--- src/rtl/byte_deserializer_pkg.sv ---
// Shared definitions for the byte deserializer: lane-order encoding,
// the supported lane range and a constant clog2 helper.
package byte_deserializer_pkg;

  localparam int MAX_LANES = 4;

  typedef enum logic {
    LSB_FIRST = 1'b0,
    MSB_FIRST = 1'b1
  } lane_order_e;

  // Width of a counter that spans 0..value-1, never narrower than one bit.
  function automatic int clog2(input int value);
    int result;
    result = 0;
    while ((1 << result) < value) result++;
    return (result < 1) ? 1 : result;
  endfunction

endpackage

--- src/rtl/byte_deserializer.sv ---
// Assembles LANE_WIDTH-bit beats into LANES-lane words with valid/ready on
// both sides; in_last flushes a partial word and out_keep flags live lanes.
module byte_deserializer
  import byte_deserializer_pkg::MAX_LANES, byte_deserializer_pkg::lane_order_e,
         byte_deserializer_pkg::clog2;
#(
  parameter int LANE_WIDTH = 8,
  parameter int LANES      = 2,
  parameter bit MSB_FIRST  = 1'b0
) (
  input  logic                        clk,
  input  logic                        rst,
  input  logic                        in_valid,
  output logic                        in_ready,
  input  logic [LANE_WIDTH-1:0]       in_data,
  input  logic                        in_last,
  output logic                        out_valid,
  input  logic                        out_ready,
  output logic [LANE_WIDTH*LANES-1:0] out_data,
  output logic [LANES-1:0]            out_keep,
  output logic                        out_last
);

  localparam int            CW         = clog2(LANES);
  localparam lane_order_e   ORDER      = lane_order_e'(MSB_FIRST);
  localparam logic [CW-1:0] LAST_COUNT = CW'(LANES - 1);

  if (LANES < 2 || LANES > MAX_LANES) begin : g_bad_lanes
    $error("byte_deserializer: LANES must be in 2..%0d", MAX_LANES);
  end

  logic [CW-1:0]               count;
  logic [CW-1:0]               lane_idx;
  logic [LANE_WIDTH*LANES-1:0] asm_data;
  logic [LANE_WIDTH*LANES-1:0] merged_data;
  logic [LANES-1:0]            asm_keep;
  logic [LANES-1:0]            lane_sel;
  logic [LANES-1:0]            merged_keep;
  logic                        accept;
  logic                        complete;
  logic                        out_take;

  // The output register is a 1-entry holding stage: it may refill in the
  // same cycle it drains, so throughput stays at one beat per cycle.
  assign in_ready = ~out_valid | out_ready;
  assign accept   = in_valid & in_ready;
  assign complete = accept & ((count == LAST_COUNT) | in_last);
  assign out_take = out_valid & out_ready;

  assign lane_idx = (ORDER == byte_deserializer_pkg::MSB_FIRST) ? LAST_COUNT - count
                                                                 : count;

  for (genvar i = 0; i < LANES; i++) begin : g_lane
    assign lane_sel[i] = (lane_idx == CW'(i));
    assign merged_data[i*LANE_WIDTH +: LANE_WIDTH] =
      lane_sel[i] ? in_data : asm_data[i*LANE_WIDTH +: LANE_WIDTH];
  end

  assign merged_keep = asm_keep | lane_sel;

  // NOTE: all state uses non-blocking assignments so every register samples
  // the pre-edge values; later assignments to out_valid deliberately win.
  always_ff @(posedge clk) begin
    if (rst) begin
      count     <= '0;
      asm_data  <= '0;
      asm_keep  <= '0;
      out_valid <= 1'b0;
      out_data  <= '0;
      out_keep  <= '0;
      out_last  <= 1'b0;
    end else begin
      if (out_take) begin
        out_valid <= 1'b0;
      end

      if (complete) begin
        out_data  <= merged_data;
        out_keep  <= merged_keep;
        out_last  <= in_last;
        out_valid <= 1'b1;
        asm_data  <= '0;
        asm_keep  <= '0;
        count     <= '0;
      end else if (accept) begin
        asm_data  <= merged_data;
        asm_keep  <= merged_keep;
        count     <= count + 1'b1;
      end
    end
  end

endmodule

--- config.mk ---
export PLATFORM = sky130hd
export DESIGN_NAME = byte_deserializer
export DESIGN_NICKNAME = d
export VERILOG_FILES = /design/src/rtl/byte_deserializer_pkg.sv /design/src/rtl/byte_deserializer.sv
export SDC_FILE = /design/constraint.sdc
export NUM_CORES = 1
export LEC_CHECK = 0
export ABC_AREA = 1
export BUFFER_PORTS_ARGS = -buffer_cell sky130_fd_sc_hd__buf_2
export CAP_MARGIN = 25
export CORE_MARGIN = 2
export CORE_UTILIZATION = 40
export CTS_CLUSTER_SIZE = 28
export DETAILED_ROUTE_END_ITERATION = 10
export PLACE_DENSITY = 0.67
export SYNTH_ARGS = -nofsm -noshare
export SYNTH_HDL_FRONTEND = slang
export SYNTH_SLANG_ARGS = --single-unit
--- constraint.sdc ---
create_clock -name clk -period 1.63 [get_ports clk]
set_input_delay 0.326 -clock clk [delete_from_list [all_inputs] [get_ports clk]]
set_output_delay 0.326 -clock clk [all_outputs]
set_load 0.02 [all_outputs]
; Word-level counts from Yosys, hierarchy flattened
; Index checks and enable logic that the tools add are counted.
[op_classes]
muxes = 4
n_bitwise = 8
addsub = 1
reduce_logical = 2
[op_table]
columns = operator, count
row1 = $mux W8, 2
row2 = $and A1 B1 Y1, 3
row3 = $mux W1, 2
row4 = $not A1 Y1, 2
row5 = $or A1 B1 Y1, 2
row6 = $or A2 B2 Y2, 1
row7 = $reduce_bool A2 Y1, 1
row8 = $reduce_or A2 Y1, 1
row9 = $add A1 B1 Y1 const B, 1
[word_totals]
output_inout_bits = 21
reg_bits = 39
input_bits = 13

; Depth between registers and ports, before layout
; Gate-level depths: netlist (run 1).
[depth]
ltp_word = 5
ltp_mapped = 8
mapped_depth_nobuf = 6

; Worst setup path after synthesis (run 1)
; OpenSTA, ideal clock, no wires.
[synth_path]
path_type = register -> register
start = register out_valid
end = register asm_data[10]
path_stages_with_launch = 6
synth_period_minus_slack_ps = 1245
t_arrival_ps = 1175
required_ps = 1560
path_slack_ps = 385
path_cell_list = dfxtp_1 > nand2_2 > nand2_2 > buf_4 > nand2_1 > a21oi_1
[synth_between]
elab_chain_len = 5
[synth_lines]
columns = element, line
row1 = from (decl), byte_deserializer.sv:17  ; output logic out_valid,
row2 = from (signal assigned), byte_deserializer.sv:68  ; out_valid <= 1'b0;
row3 = from (signal assigned), byte_deserializer.sv:74  ; out_valid <= 1'b0;
row4 = from (signal assigned), byte_deserializer.sv:81  ; out_valid <= 1'b1;
row5 = $not A1 Y1 *, byte_deserializer.sv:45  ; assign in_ready = ~out_valid | out_ready;
row6 = $or A1 B1 Y1 *, byte_deserializer.sv:45
row7 = net in_ready, byte_deserializer.sv:14  ; output logic in_ready,
row8 = $and A1 B1 Y1 *, byte_deserializer.sv:46  ; assign accept = in_valid & in_ready;
row9 = $and A1 B1 Y1, byte_deserializer.sv:47  ; assign complete = accept & ((count == LAST_COUNT) | in_last);
row10 = $reduce_or A2 Y1 (no line), --
row11 = to (signal assigned), byte_deserializer.sv:86  ; asm_data <= merged_data;
row12 = to (decl), byte_deserializer.sv:34  ; logic [LANE_WIDTH*LANES-1:0] asm_data;
; Mark *: on every way through the listed nets, which the timed path passes. The rest lies on a longest branch.
; A chain may end at the register's enable or synchronous reset.

; Worst setup path after layout (run 1)
[layout_path]
start = register out_valid
end = output port in_ready
[layout_between]
elab_chain_len = 2
[layout_lines]
columns = element, line
row1 = $not A1 Y1, byte_deserializer.sv:45
row2 = $or A1 B1 Y1, byte_deserializer.sv:45
row3 = to (decl), byte_deserializer.sv:14
; Every way passes these cells.

==> impl_results.rst, run 1 <==
.. list-table::
   :header-rows: 1

   * - Metric
     - Value
   * - Status
     - complete, no violations
   * - Ratio of cells with drive above 1 in the final layout
     - 0.221
   * - Final cycle utilization of the critical path
     - 0.806
   * - Combined flip-flop and latch cell area
     - 781 um2
   * - Max IR drop VDD
     - ~0.55 mV
   * - Overall fraction of global-route tracks in use
     - 0.176
   * - Type of the most critical hold path
     - input port to flop
   * - Total number of clock tree sinks
     - 39
   * - Slew at the pin with the worst max-slew slack
     - between 0.3 and 0.4 ns
   * - Post-Route Utilization
     - 0.499
   * - Area used by multi-input combinational logic
     - 682 um2
   * - Initial antenna violation count
     - 0
   * - Clock Skews
     - between 0.006 and 0.007 ns
   * - Net count after synthesis
     - 226
   * - Largest family of logic cells by synthesized area
     - simple AND/OR/NAND/NOR gates
   * - Clock insertion delay at the later pin of the skew report
     - 0.29 ns
   * - Wire length after detailed routing
     - 3460 um
   * - Initial core utilization
     - 0.423
   * - Setup Total Neg Slack
     - 0 ns
   * - Sequential share of the synthesized area
     - 0.493
   * - Number of fill cells in the layout
     - roughly 390
   * - Number of input and output port buffers inserted
     - 33
   * - # setup viols final
     - 0
   * - Slowest CP cell
     - dfxtp_1
   * - Area share of xor/xnor cells in the synthesized design
     - 0
   * - Final Slew Violations
     - 0
   * - First-pass iteration count of the detailed router
     - 4
   * - Wire length of the first global-routing pass
     - ~5800 um
   * - Final hold vios
     - 0
   * - DRC violations left
     - 0
   * - Die Footprint
     - 4480 um2
   * - Worst slack on hold paths
     - around 0.21 ns
   * - Number of buffers added by the clock tree synthesis step
     - 5
   * - Number of max-capacitance violations reported
     - 0
   * - Cells after Synth
     - 213
   * - Top Ports
     - 34
   * - Average cell area after synthesis
     - 7.44 um2
   * - Syn Std Cell Area
     - 1580 um2
   * - Via count of the first global-routing pass
     - 1,287
   * - Placed wire-length estimate after detailed placement
     - 2330 um
   * - Post-cts sizing count
     - 0
   * - Critical path buffers and inverters
     - 1
   * - Cell area power density
     - approximately 1100 nW/um2
   * - Critical Path AT
     - 0.99 ns
   * - Total number of yosys warnings
     - 0
   * - Number of antenna cells inserted
     - 0
   * - Finished Layout Cells
     - 297
   * - Worst path required time
     - 1.30 ns
   * - Vertical die dimension
     - 66.9 um
   * - Mux cell area share after synthesis
     - 0
   * - Buffers from clock root to sink, at most
     - 2
   * - Residual antenna-violating net count after detailed routing
     - 0
   * - Sort of element at the start of the critical path
     - flop
   * - Last weighted congestion value of the routability-driven placer
     - about 0.73
   * - Endpoint class of the critical path
     - output pin
   * - Min Tclk post-route
     - ~1.3 ns
   * - Flip-flop and latch count after synthesis
     - 39
   * - Static power due to leakage
     - approximately 0.87 nW
   * - Chip Width
     - 66.9 um
   * - CTS tree
     - yes
   * - Clk root buf
     - clkbuf_8
   * - Slew HR
     - 0.768
   * - Final #Nets
     - 261
   * - RSZ-0062 raised after global routing
     - false
   * - List of cells traversed by the critical path
     - nand2_2 -> buf_2
   * - Global route overflow
     - 0
   * - Fraction of the mapped netlist area in adder cells
     - 0
   * - Total number of placement rows
     - 22
   * - Simple-gate share of the synthesized area
     - 0.303
   * - Instance count after placement with tap cells included
     - ~290
   * - Design Power
     - 0.00200 W
   * - Worst path max stage delay
     - 0.41 ns
   * - Total of hold buffers inserted after clock tree synthesis
     - 0
   * - Floorplan core area
     - 3740 um2
   * - Total number of vias
     - 1,438
   * - Startpoint-to-endpoint class of the critical path
     - flop to output pin
   * - Maximum number of pins on one net before global-route repair
     - 20
   * - Compound-Gate Fraction of Synth Area
     - 0.127
   * - Max frequency
     - between 700 and 800 MHz
   * - Clock slew seen by the registers of the worst setup and hold paths
     - 0.07 ns
   * - Number of setup buffers added after CTS
     - 0
   * - Top delay family on crit path
     - flip-flops
   * - Netlist cell types
     - 18
   * - Detailed-route wire length per cell
     - 11.6 um
   * - Avg Vias per Cell
     - 4.84
   * - CTS H-tree depth
     - 2
   * - Biggest fanout along the worst timing path
     - 5
   * - Synthesis-to-finish area growth
     - 18.0%
   * - 1st-iter DRT viols
     - between 80 and 90
-- cells by family after synthesis --
| family | Yosys count |
|---|---|
| and+or+nand+nor | 116 |
| DFF | 39 |
| AOI/OAI and AO/OA | 38 |
| buffers and inverters | 20 |
-- registers in the layout (all words and copies together) (netlist names) --
register,count
asm_data,16
out_data,16
asm_keep,2
out_valid,1
out_last,1
count,1
out_keep,2
-- worst register-to-register path: stages (launching register included) --
cell	delay (ns)
dfxtp_1	0.38
inv_4	0.12
nand2_2	0.10
nand3_2	0.12
buf_4	0.20
nand3_1	0.07
o21ai_0	0.08
-- routing by layer --
metal | up-vias | track usage | wire length [um]
li1 | 750 | - | -
met1 | 646 | 0.221 | 1610
met2 | 36 | 0.283 | 1610
met3 | 6 | 0.0574 | 183
met4 | 0 | 0.0612 | 53
met5 | - | 0 | 0
-- placed cells by master (no fill, tap or decap), types with 4 or more instances in the layout --
cell	synthesis	layout
a21oi_1	21	21
buf_4	2	6
nand2_2	4	4
inv_1	7	7
buf_2	4	33
dfxtp_1	39	39
nand2_1	89	89
o21ai_1	9	9
o21ai_0	7	7
nor2_1	4	4
clkbuf_8	0	7
nand3_1	17	17
-- report_power, final --
| part | leakage (nW) | total, W | switching, W | internal, W |
|---|---|---|---|---|
| Clock | 0.0515 | 0.000708 | 0.000322 | 0.000386 |
| Sequential | 0.318 | 0.00102 | 0.0000225 | 0.000998 |
| Combinational | 0.496 | 0.000273 | 0.000185 | 0.0000873 |
| Total | 0.865 | 0.00200 | 0.000530 | 0.00147 |
-- cells in the mapped netlist (all sizes together) --
cell type	n	area, um2
nand3	18	95.1
dfxtp	39	781
inv	9	36.3
nor2	4	15.0
buf	10	80.1
nand2	94	370
a21oi	22	121
clkbuf	1	5.00
o21ai	16	80.1
-- per-stage QoR --
step | setup WS (ns) | instance area [um2]
floorplan | 0.385 | 1580
global placement | 0.411 | 1770
detailed placement | 0.373 | 1770
CTS | 0.299 | 1870
global route | 0.259 | 1870
finish | 0.316 | 1870
-- final cells by class --
| cell class | instances | area share |
|---|---|---|
| multi-input combinational | 154 | 0.365 |
| tap | 48 | 0.0321 |
| clock buffer | 8 | 0.0535 |
| inverter | 9 | 0.0194 |
| timing repair buffer | 39 | 0.112 |
| sequential | 39 | 0.418 |
-- final timing paths --
| path | start | to | slack [ns] | cells past startpoint |
|---|---|---|---|---|
| max | out_valid | in_ready | 0.32 | 2 |
| min | rst | out_last | 0.21 | 2 |
| max reg2reg | count | out_data[1] | 0.43 | 6 |
| min reg2reg | asm_keep[0] | asm_keep[0] | 0.46 | 2 |
No activity file was read; power rests on OpenSTA's default activity.
==> run 2: changes to the inputs <==
--- a/config.mk
+++ b/config.mk
@@ -5,14 +5,14 @@
 export SDC_FILE = /design/constraint.sdc
 export NUM_CORES = 1
 export LEC_CHECK = 0
-export ABC_AREA = 1
+export ABC_AREA = 0
 export BUFFER_PORTS_ARGS = -buffer_cell sky130_fd_sc_hd__buf_2
 export CAP_MARGIN = 25
 export CORE_MARGIN = 2
 export CORE_UTILIZATION = 40
 export CTS_CLUSTER_SIZE = 28
 export DETAILED_ROUTE_END_ITERATION = 10
-export PLACE_DENSITY = 0.67
+export PLACE_DENSITY = 0.69
 export SYNTH_ARGS = -nofsm -noshare
 export SYNTH_HDL_FRONTEND = slang
 export SYNTH_SLANG_ARGS = --single-unit
==> constraint.sdc (replaced) <==
create_clock -name clk -period 1.1 [get_ports clk]
set_input_delay 0.22 -clock clk [delete_from_list [all_inputs] [get_ports clk]]
set_output_delay 0.22 -clock clk [all_outputs]
set_load 0.02 [all_outputs]
==> run 2 against run 1 <==
  * The run now ends with setup timing left
  * Clock-buffer cell count stayed put
  * Worst hold slack better by 0.0033 ns
  * Routed wire length up 7.3%
  * Area after synthesis down 5.3%
  * Setup slack got worse by 0.51 ns
  * Final area grew 9.8%
  * Global-route usage is 0.81 points lower
  * Clock skew increased by 0.00082 ns
  * Cell count decreased by 19%
  * Via count fell by 13%
  * Register-to-register slack worse by 0.60 ns
  * Largest power group unchanged
==> impl_results.rst, run 2 <==
.. list-table::
   :header-rows: 1

   * - Metric
     - Value
   * - Startpoint-to-endpoint class of the critical path
     - flop to output pin
   * - Status
     - finished, violations left
   * - DRC violations left
     - 0
   * - Top Ports
     - 34
   * - Final WS setup
     - -0.193 ns
   * - Total number of clock tree sinks
     - 39
   * - Min Tclk post-route
     - 1.29 ns
   * - Violated checks
     - setup timing
   * - Clock Skews
     - 0.00723 ns
   * - Reg2Reg Setup Slack
     - -0.17 ns
   * - Static power due to leakage
     - 0.822 nW
   * - Initial antenna violation count
     - 0
   * - Sequential share of the synthesized area
     - 0.520
   * - List of cells traversed by the critical path
     - nor2b_4 -> inv_4 -> buf_6 -> buf_6
   * - Post-synth EDFFs
     - 0
   * - Detailed-route wire length per cell
     - 15.4 um
   * - RSZ-0062 raised after global routing
     - true
   * - Worst path required time
     - 0.88 ns
   * - Wire length of the first global-routing pass
     - 5460 um
   * - Post-Route Utilization
     - 0.565
   * - Setup Total Neg Slack
     - -4.81 ns
   * - Leading area contributor after synthesis
     - dfxtp_1
   * - Biggest fanout along the worst timing path
     - 2
   * - Commonest non-fill, non-tap cell in the layout
     - dfxtp_1
   * - Flip-flop and latch count after synthesis
     - 39
   * - Clock insertion delay at the later pin of the skew report
     - 0.29 ns
   * - Critical Path AT
     - 1.07 ns
   * - End point of the most critical hold path
     - asm_data[2]
   * - Number of antenna cells inserted
     - 0
   * - Biggest regs
     - asm_data: 16 flops, out_data: 16 flops
   * - Layout Cell Area excl Fill
     - between 2000 and 2500 um2
   * - Clock slew seen by the registers of the worst setup and hold paths
     - 0.07 ns
   * - Worst Hold Launch
     - in_data[2]
   * - Max layer used
     - met4
   * - Number of input and output port buffers inserted
     - 33
   * - Leading cell types by total area after synthesis
     - dfxtp_1, mux2i_1, o2bb2ai_1
   * - Post-placement worst setup slack
     - -0.196 ns
   * - Maximum number of pins on one net before global-route repair
     - 27
   * - Last weighted congestion value of the routability-driven placer
     - ~0.80
   * - Avg Vias per Cell
     - just over 5
   * - Total number of yosys warnings
     - 0
   * - Overall fraction of global-route tracks in use
     - 0.168
   * - Chip Width
     - 65.2 um
   * - First-pass iteration count of the detailed router
     - 4
   * - Wire length after detailed routing
     - 3710 um
   * - # setup viols final
     - 38
   * - Commonest cells after routing, fill and taps aside
     - dfxtp_1, buf_2, mux2i_1, o2bb2ai_1, buf_4
   * - Type of the most critical hold path
     - input port to flop
   * - Syn Std Cell Area
     - 1500 um2
   * - Number of max-capacitance violations reported
     - 0
   * - Instance count after placement with tap cells included
     - 228
   * - Via count of the first global-routing pass
     - 1,241
   * - Routed met3 length
     - 154 um
   * - CTS tree
     - yes
   * - RR Startpoint
     - out_valid
   * - Worst-case reg-to-reg path depth
     - 6
   * - Ratio of cells with drive above 1 in the final layout
     - 0.430
   * - Die Footprint
     - 4260 um2
   * - Total number of placement rows
     - 22
   * - Clk root buf
     - clkbuf_8
   * - Cells after Synth
     - 142
   * - Floorplan core area
     - 3630 um2
   * - Max frequency
     - 774 MHz
   * - Buffers from clock root to sink, at most
     - 2
   * - Top delay family on crit path
     - flip-flops
   * - Netlist cell types
     - 27
   * - Residual antenna-violating net count after detailed routing
     - 0
   * - Worst path max stage delay
     - between 0.3 and 0.4 ns
   * - Synthesis-to-finish area growth
     - 36.8%
   * - Sort of element at the start of the critical path
     - flop
   * - Initial core utilization
     - 0.413
   * - Proportion of netlist area held by the largest area contributor
     - 0.520
   * - Detailed route wirelength on metal2
     - 1830 um
   * - Endpoint class of the critical path
     - output pin
   * - Top cell types by occurrence after synthesis
     - dfxtp_1, mux2i_1, o2bb2ai_1
   * - Final Slew Violations
     - 0
   * - Slew HR
     - 0.837
   * - Cell area power density
     - about 1500 nW/um2
   * - Net count after synthesis
     - around 160
   * - Placed wire-length estimate after detailed placement
     - 2410 um
   * - Slew at the pin with the worst max-slew slack
     - 0.242 ns
   * - Finished Layout Cells
     - ~240
   * - Post-detailed-placement cell area
     - 1800 um2
   * - Capture instance of the worst register-to-register path
     - out_data[9]
   * - Number of buffers added by the clock tree synthesis step
     - 5
   * - CTS H-tree depth
     - 2
   * - Most frequent cell after synthesis
     - dfxtp_1
   * - Global route overflow
     - 0
   * - Max IR drop VDD
     - 0.855 mV
   * - Final #Nets
     - around 210
   * - Total routed wire length on the met1 layer
     - about 1700 um
   * - 1st-iter DRT viols
     - 36
   * - Total number of vias
     - around 1,200
   * - Final cycle utilization of the critical path
     - 1.18
   * - Slowest CP cell
     - dfxtp_4
   * - Async set or reset register ratio after synthesis
     - 0
   * - Hold depth
     - 3
   * - Dominant register cell in the synthesized netlist
     - dfxtp_1
   * - Worst path most repeated cell
     - buf_6
   * - Average cell area after synthesis
     - 10.6 um2
   * - Vertical die dimension
     - 65.2 um
   * - Critical path buffers and inverters
     - 3
   * - Final hold vios
     - 0
[run 2: where the power goes]
part	internal (W)	switching (W)	total, W
Clock	0.000572	0.000471	0.00104
Sequential	0.00147	0.0000330	0.00150
Combinational	0.000218	0.000271	0.000489
[run 2: kinds of logic after synthesis]
| logic type | share of synthesized area |
|---|---|
| AND/OR/NAND/NOR | 0.105 |
| multiplexers | 0.107 |
| flip-flops | 0.520 |
| buffers and inverters | 0.0550 |
| AO/OA/AOI/OAI | 0.213 |
[run 2: tightest hold or removal path: cells and delay by family]
family / cells / cell delay (ns)
buf+inv: 1 / 0.12
simple gates: 1 / 0.07
compound gates: 1 / 0.05
[run 2: routing by layer]
layer  GRT usage  vias to the layer above
met5           0                        -
met4      0.0547                        0
met3      0.0462                        5
met2       0.306                       29
met1       0.188                      593
li1            -                      620
[run 2: timing repair]
action / 4_1_cts / 5_1_grt
gates resized for setup: 7 / 28
pin swaps: 1 / 6
buffers inserted: 2 / 1
endpoints found under the setup margin: 37 / 40
endpoints found under the hold margin: 0 / 0
hold buffers: 0 / 0
gates cloned: 0 / 2
[run 2: how the worst max path moves through the flow]
stage          startpoint            to  slack, ns  depth (start not counted)
2_1_floorplan   out_valid  out_data[10]      -0.07                          5
3_3_place_gp      in_last   out_data[6]      -0.08                          5
3_5_place_dp        count   asm_data[5]      -0.20                          4
4_1_cts         out_valid      in_ready      -0.19                          4
5_1_grt         out_valid  out_data[10]      -0.23                          6
6_report        out_valid      in_ready      -0.19                          4
[run 2: stage by stage]
| step | hold slack, ns | total power, W |
|---|---|---|
| after detailed placement | 0.445 | 0.00194 |
| final | 0.218 | 0.00304 |
| after floorplan | 0.283 | 0.00180 |
| after CTS | 0.201 | 0.00298 |
| after global placement | 0.441 | 0.00192 |
| after global routing | 0.215 | 0.00314 |
[run 2: layout make-up]
class                   count  area, um2
inverters                   2       10.0
multi-input cells          91        737
flip-flops and latches     39        787
clock buffers               8        100
well taps                  48       60.1
repair buffers             53        358
fillers                   331       1580
